**src/rtl/johnson_phase_sequencer.sv**
```systemverilog
// -----------------------------------------------------------------------------
// johnson_phase_sequencer
//
// Purpose:
//   Steps a WIDTH-bit Johnson counter through a programmed number of full
//   revolutions (2*WIDTH states each), decodes each step to a one-hot phase
//   strobe and stops cleanly. A host drives Start/Stop/Abort; downstream
//   multi-phase timing logic consumes Phase and Count_out.
//
// Ports:
//   Clock      in   1        rising-edge clock
//   Reset      in   1        synchronous active-low reset
//   Start      in   1        begin a run (accepted only in IDLE, and not
//                            together with Abort)
//   Stop       in   1        graceful stop: finish the current revolution
//   Abort      in   1        immediate stop, no Done pulse
//   Dir        in   1        shift direction, sampled on the Start edge
//                            (0 = left, 1 = right)
//   Revs       in   CNT_W    revolutions to run, sampled on the Start edge;
//                            0 = run until Stop or Abort
//   Count_out  out  WIDTH    Johnson register value
//   Phase      out  2*WIDTH  one-hot step index (zero outside RUN/STOP_PEND)
//   Wrap       out  1        one-cycle pulse when a revolution completes
//   Busy       out  1        high in RUN and STOP_PEND
//   Done       out  1        one-cycle completion pulse
//   Rev_done   out  CNT_W    revolutions completed, saturating
//   fsm_state  out  2        debug view of the controller state
//                            (0 IDLE, 1 RUN, 2 STOP_PEND, 3 DONE)
//
// Control interface:
//   Start is a level sampled on a rising edge; it is taken only when the
//   controller is in IDLE and Abort is low on that same edge, otherwise it is
//   dropped (no queuing). Stop and Abort are likewise sampled per edge and
//   need only be held for one cycle. Every output is registered.
// -----------------------------------------------------------------------------
module johnson_phase_sequencer #(
    parameter int WIDTH = 4,
    parameter int CNT_W = 8
) (
    input  logic                 Clock,
    input  logic                 Reset,
    input  logic                 Start,
    input  logic                 Stop,
    input  logic                 Abort,
    input  logic                 Dir,
    input  logic [CNT_W-1:0]     Revs,
    output logic [WIDTH-1:0]     Count_out,
    output logic [2*WIDTH-1:0]   Phase,
    output logic                 Wrap,
    output logic                 Busy,
    output logic                 Done,
    output logic [CNT_W-1:0]     Rev_done,
    output logic [1:0]           fsm_state
);

    localparam int STEPS  = 2 * WIDTH;
    localparam int STEP_W = (STEPS > 1) ? $clog2(STEPS) : 1;

    localparam logic [STEP_W-1:0] LAST_STEP   = STEP_W'(STEPS - 1);
    localparam logic [STEPS-1:0]  PHASE_FIRST = {{(STEPS-1){1'b0}}, 1'b1};

    typedef enum logic [1:0] {
        IDLE      = 2'd0,
        RUN       = 2'd1,
        STOP_PEND = 2'd2,
        DONE      = 2'd3
    } state_t;

    state_t              state;
    logic                dir_q;
    logic [CNT_W-1:0]    revs_q;
    logic [STEP_W-1:0]   step;

    // Next-cycle helper values, derived from the current registered state.
    logic [WIDTH-1:0]    count_next;
    logic [CNT_W-1:0]    rev_inc;
    logic                at_wrap;
    logic                run_complete;

    always_comb begin
        count_next = Count_out;
        if (dir_q) begin
            count_next = {~Count_out[0], Count_out[WIDTH-1:1]};
        end else begin
            count_next = {Count_out[WIDTH-2:0], ~Count_out[WIDTH-1]};
        end
    end

    always_comb begin
        rev_inc = Rev_done;
        if (!(&Rev_done)) begin
            rev_inc = Rev_done + CNT_W'(1);
        end
    end

    // The wrap edge is the one that leaves the last step of a revolution.
    // A run ends on that edge if the programmed count is reached, a stop was
    // already pending, or Stop arrives exactly on the wrap edge.
    always_comb begin
        at_wrap      = (step == LAST_STEP);
        run_complete = ((revs_q != '0) && (rev_inc == revs_q)) ||
                       (state == STOP_PEND) || Stop;
    end

    assign fsm_state = state;

    always_ff @(posedge Clock) begin
        if (!Reset) begin
            state     <= IDLE;
            dir_q     <= 1'b0;
            revs_q    <= '0;
            step      <= '0;
            Count_out <= '0;
            Phase     <= '0;
            Wrap      <= 1'b0;
            Busy      <= 1'b0;
            Done      <= 1'b0;
            Rev_done  <= '0;
        end else begin
            // Pulses default low; each state re-asserts what it needs.
            Wrap <= 1'b0;
            Done <= 1'b0;

            case (state)
                IDLE: begin
                    Count_out <= '0;
                    Phase     <= '0;
                    Busy      <= 1'b0;
                    step      <= '0;
                    if (Start && !Abort) begin
                        state     <= RUN;
                        dir_q     <= Dir;
                        revs_q    <= Revs;
                        Rev_done  <= '0;
                        Phase     <= PHASE_FIRST;
                        Busy      <= 1'b1;
                    end
                end

                RUN, STOP_PEND: begin
                    if (Abort) begin
                        // Rev_done deliberately keeps its value here.
                        state     <= IDLE;
                        step      <= '0;
                        Count_out <= '0;
                        Phase     <= '0;
                        Busy      <= 1'b0;
                    end else if (at_wrap) begin
                        Wrap      <= 1'b1;
                        Rev_done  <= rev_inc;
                        step      <= '0;
                        Count_out <= '0;
                        if (run_complete) begin
                            state <= DONE;
                            Done  <= 1'b1;
                            Busy  <= 1'b0;
                            Phase <= '0;
                        end else begin
                            state <= RUN;
                            Phase <= PHASE_FIRST;
                        end
                    end else begin
                        step      <= step + STEP_W'(1);
                        Count_out <= count_next;
                        Phase     <= Phase << 1;
                        if ((state == RUN) && Stop) begin
                            state <= STOP_PEND;
                        end
                    end
                end

                DONE: begin
                    // One-cycle completion state; Start and Stop are ignored
                    // and Abort leads to the same place.
                    state     <= IDLE;
                    step      <= '0;
                    Count_out <= '0;
                    Phase     <= '0;
                    Busy      <= 1'b0;
                end

                default: begin
                    state     <= IDLE;
                    step      <= '0;
                    Count_out <= '0;
                    Phase     <= '0;
                    Busy      <= 1'b0;
                end
            endcase
        end
    end

endmodule

```
**config.mk**
```make
export PLATFORM = sky130hd
export DESIGN_NAME = johnson_phase_sequencer
export DESIGN_NICKNAME = d
export VERILOG_FILES = /design/src/rtl/johnson_phase_sequencer.sv
export SDC_FILE = /design/constraint.sdc
export NUM_CORES = 1
export LEC_CHECK = 0
export ABC_AREA = 1
export BUFFER_PORTS_ARGS = -buffer_cell sky130_fd_sc_hd__buf_2
export CAP_MARGIN = 20
export CORE_AREA = 2 2 75 77
export CTS_BUF_LIST = sky130_fd_sc_hd__clkbuf_8
export CTS_CLUSTER_DIAMETER = 40
export CTS_CLUSTER_SIZE = 30
export DETAILED_ROUTE_END_ITERATION = 10
export DIE_AREA = 0 0 77 79
export HOLD_SLACK_MARGIN = 0.15
export PLACE_DENSITY = 0.54
export SYNTH_ARGS = -nofsm -noshare
export SYNTH_HDL_FRONTEND = slang
export SYNTH_SLANG_ARGS = --single-unit
```
**constraint.sdc**
```tcl
create_clock -name Clock -period 2.05 [get_ports Clock]
set_clock_uncertainty 0.2 [all_clocks]
set_input_delay 0.5125 -clock Clock [delete_from_list [all_inputs] [get_ports Clock]]
set_output_delay 0.5125 -clock Clock [all_outputs]
set_load 0.01 [all_outputs]
```
== Word-level counts from Yosys, hierarchy flattened ==
Index checks and enable logic that the tools add are counted.
Storage, ports and cells
  register bits: 37
  latch bits: 0
  RAM bits: 0
  ROM bits: 0
  input bits: 14
  output and inout port bits: 25
  memories kept: 0
Cells by class
  add/sub/neg operators: 2
  multiply operators: 0
  divide/modulo/power cells: 0
  magnitude comparators: 0
  equality and inequality tests: 11
  shifts and indexed selects: 0
  muxes and demuxes: 30
  bitwise gates (word level): 5
  reductions and logical operators: 18
Operators with widths (number)
  2-to-1 mux 8 bit: 6
  case mux 8 bit (3 select lines): 1
  case mux 8 bit (2 select lines): 1
  2-to-1 mux 4 bit: 3
  2-to-1 mux 2 bit: 5
  adder 8 x 1 -> 8 bit (second input constant): 1
  equality test 8 bit: 1
  2-to-1 mux 1 bit: 8
  case mux 4 bit (2 select lines): 1
  AND reduction 8 bit: 1
  nonzero test 8 bit: 1
  2-to-1 mux 3 bit: 2
  inequality test 2 bit (second input constant): 3
  inequality test 3 bit (second input constant): 2
  case mux 2 bit (3 select lines): 1
  case mux 3 bit (2 select lines): 1
  AND reduction 2 bit: 3
  NOT 1 bit: 5
  equality test 2 bit (second input constant): 2
  inequality test 4 bit (second input constant): 1
  AND reduction 4 bit: 1
  OR reduction 2 bit: 2
  OR reduction 4 bit: 1
  adder 3 x 1 -> 3 bit (second input constant): 1
  other kinds (9): 12

== Logic depth before layout (Yosys ltp) ==
  depth after elaboration: 10
  mapped depth: 16
  gate-level depth less buffers: 15

== Worst setup path before layout ==
OpenSTA, ideal clock, no wires.
  path kind: register to register
  start point: register Rev_done[0]
  end point: register Busy
  setup time: 0.115 ns
  arrival: 1.808 ns
  slack: -0.073 ns
  cell stages (with the launch flop): 16
  buffers on the path: 1
  period minus slack after synthesis: 2.123 ns
  path through: dfxtp_1 > ha_1 > nand2_2 > nor2_4 > nand2_2 > buf_6 > nand2_4 > nand2_1 > nand2_1 > nand3_1 > nor2_1 > nand3_1 > nand2_2 > nand2_2 > a21oi_1 > nor2_1
Between the ends
  cells in the longest elaborated chain, start to end: 8
RTL lines
  start, declared: line 52  | output logic [CNT_W-1:0] Rev_done,
  start signal, assigned: line 150  | Rev_done <= rev_inc;
  adder 8 x 1 -> 8 bit / AND reduction 8 bit (equally long branches): line 92, 91
  2-to-1 mux 8 bit *: line 91  | if (!(&Rev_done)) begin
  equality test 8 bit *: line 101  | run_complete = ((revs_q != '0) && (rev_inc == revs_q)) ||
  logical AND 1 bit *: line 101
  logical OR 1 bit *: line 101
  logical OR 1 bit *: line 102  | (state == STOP_PEND) || Stop;
  inequality test 3 bit (no line) *
  AND reduction 2 bit (no line) *
  end signal, assigned: line 116  | Busy <= 1'b0;
  end signal, assigned: line 128  | Busy <= 1'b0;
  end signal, assigned: line 136  | Busy <= 1'b1;
  end, declared: line 50  | output logic Busy,
Mark *: on every way between the ends. The rest lies on a longest branch, timed or not.
A chain may end at the register's enable or synchronous reset.

== Worst setup path in the final report ==
Same ends and word-level chain as after synthesis.

==> impl_metrics.json <==
{
  "clock_sinks": 37,
  "rrSetupSlack_ns": 0.13,
  "hold_depth": 1,
  "htree_levels": 2,
  "slew_violations": 0,
  "start_util": 0.337,
  "grt_usage": 0.143,
  "timing.hold.ws_ns": 0.226,
  "drive_gt1_frac": 0.301,
  "io_pins": 39,
  "p_leak_nw": 1.13,
  "worst_pin_slew_ns": 0.424,
  "async_reset_ff_frac": 0,
  "path_clk_slew_ns": 0.08,
  "antenna_found_initial": 0,
  "grt_setup_unrepaired": "yes",
  "vias_per_cell": 4.53,
  "fp-row-count": 27,
  "synth_edf_count": 0,
  "route.vias.total": 1772,
  "synth-seq-cells": 37,
  "cp-start-kind": "flop",
  "fin_crit_ns": 1.92,
  "tritoncts": "done",
  "hp-class": "flop to flop",
  "fmax_mhz": 520,
  "fillers": 577,
  "slew_headroom": 0.717,
  "setup_violations": 0,
  "cts_root_buf": "clkbuf_8",
  "n_antenna_cell": 0,
  "critPathMaxFanout": 5,
  "drt_iter0_markers": 66,
  "syn_nets": 280,
  "crit_path_end_kind": "flop",
  "dp.cells": 381,
  "r2r_cells": 13,
  "use_met2": 0.211,
  "grt_max_degree": 19,
  "core_area_um2": 5340,
  "critical_path_class": "flop to flop",
  "yosys.area.top_type": "dfxtp_1",
  "cap_viol_max_count": 0,
  "die_area_um2": 6080,
  "netlist_top_cells_area": "dfxtp_1 41%, nand2_1 13%, nor2_1 6.9%, nand3_1 6.7%, a21oi_1 6.4%",
  "synth_area_um2": 1800,
  "use_met1": 0.197,
  "use_met3": 0.0409,
  "grt.overflow.total": 0,
  "dp.final_hpwl_mm": 3.26,
  "stdcell_count": 391,
  "syn_inst": 259,
  "antenna_left": 0,
  "timing.rr.end": "Busy",
  "cp.required_ns": 2.04,
  "post-route-util": 0.451,
  "yosysWarnings": 0,
  "syn_to_final_growth_pct": 33.7,
  "clk_latency_ns": 0.29,
  "p_per_area_nw_per_um2": 706,
  "grt.busiest_layer": "met2",
  "portBuffers": 38,
  "cts_buffer_depth": 2,
  "worstReg2RegStart": "Rev_done[0]",
  "synth_top_flop_cell": "dfxtp_1",
  "min_to": "step[0]",
  "peakVddDrop_v": 0.000400,
  "grt_pass1_vias": 1511,
  "ys_seq_area_frac": 0.412,
  "grt_pass1_wl_mm": 6.93,
  "routed_wl_mm": 4.30,
  "drc": 0,
  "min_period_over_period": 0.939,
  "cp.arrival_ns": 1.91,
  "hp-start": "step[0]",
  "dr.pass1.iters": 4,
  "final_net_count": 339,
  "avgRoutedWirePerCell_um": 11.0,
  "ys_types": 27,
  "gp_congestion": 0.834,
  "status": "finished clean",
  "dieWidth_um": 77,
  "synth_top_area_frac": 0.412,
  "die_y_um": 79,
  "avgSynthCellArea_um2": 6.95,
  "hold_violations": 0,
  "cts-hold-fix-buffers": 0,
  "cts_buffers": 5
}
==> cells in the final DEF (no fill, tap or decap), types with 6 or more instances in the layout <==
master and count:
ha_1 6, nor2_1 30, dfxtp_1 34, nand2_1 60, a21oi_1 22, o21ai_0 11, buf_4 19, nand3_1 19
nand2_2 7, buf_2 38, inv_1 30, clkbuf_8 6
==> kinds of logic after synthesis <==
logic type | synth area share
and+or+nand+nor | 0.327
AOI/OAI and AO/OA | 0.121
buffers and inverters | 0.0821
DFF | 0.412
adders and majority gates | 0.0487
xor gates and xnor gates | 0.00974
==> stage by stage <==
stage / setup slack (ns) / cell area [µm²] / TNS (ns) / power, W
floorplan: 0.000245 / 1800 / 0 / 0.000959
global placement: 0.0556 / 2180 / 0 / 0.00106
detailed placement: -0.0318 / 2180 / -0.0328 / 0.00106
CTS: 0.0174 / 2310 / 0 / 0.00172
global route: -0.00802 / 2410 / -0.00802 / 0.00179
finish: 0.125 / 2410 / 0 / 0.00170
==> flip-flops by register name (all words and copies together) (netlist names) <==
signal / flops
Wrap: 1
fsm_state: 2
Busy: 1
step: 3
Rev_done: 8
Done: 1
Count_out: 4
dir_q: 1
revs_q: 8
Phase: 8
==> report_power, final <==
| part | internal (W) | leakage [nW] | total [W] | switching [W] |
|---|---|---|---|---|
| logic | 0.000109 | 0.762 | 0.000271 | 0.000162 |
| clock network | 0.000392 | 0.0626 | 0.000652 | 0.000260 |
| registers | 0.000751 | 0.302 | 0.000777 | 0.0000259 |
==> critical path: stages (launching register included) <==
cell and delay [ns]:
dfxtp_2 0.35, ha_4 0.15, nand2_4 0.07, nor2_4 0.16, buf_4 0.13, nand2_2 0.09
nand4_1 0.09, nand2_1 0.08, nor2_2 0.11, nand3_2 0.08, nand2_2 0.09, nand2_2 0.06
a21oi_2 0.11, nor2_1 0.05
==> routing by layer <==
| metal | wire (µm) | part of all wire |
|---|---|---|
| met2 | 1840 | 0.43 |
| met5 | 0 | 0 |
| met3 | 185 | 0.043 |
| met1 | 2220 | 0.52 |
| met4 | 59 | 0.014 |
==> how the worst max path moves through the flow <==
stage	from	to	slack [ns]
2_1_floorplan	Rev_done[1]	Busy	0.0002
3_3_place_gp	Rev_done[1]	Busy	0.06
3_5_place_dp	Rev_done[1]	Busy	-0.03
4_1_cts	Rev_done[1]	Busy	0.02
5_1_grt	Rev_done[0]	Busy	-0.008
6_report	Rev_done[0]	Busy	0.13
==> Yosys cell counts, types with 2 or more instances <==
library cell / number
nand2_2: 7
a211oi_1: 2
ha_1: 7
inv_1: 30
nand2_1: 61
o21bai_1: 2
dfxtp_1: 37
o21ai_0: 12
a21oi_1: 23
clkbuf_1: 3
nor3_1: 2
nor2_1: 33
nand3_1: 24
nand4_1: 3
==> final cells by class <==
type                       count  area (µm²)  area share
clock buffer                   6        82.6      0.0343
clock inverter                 2        33.8      0.0140
inverter                      31         116      0.0484
multi-input combinational    186        1010       0.418
sequential                    37         744       0.309
tap                           72        90.1      0.0374
timing repair buffer          57         333       0.138
==> repair_timing <==
item	4_1_cts	5_1_grt
endpoints found under the setup margin	2	20
gates resized for setup	1	24
pin swaps	0	4
setup buffers	0	1
gates cloned	0	1
No activity file was read; power rests on OpenSTA's default activity.
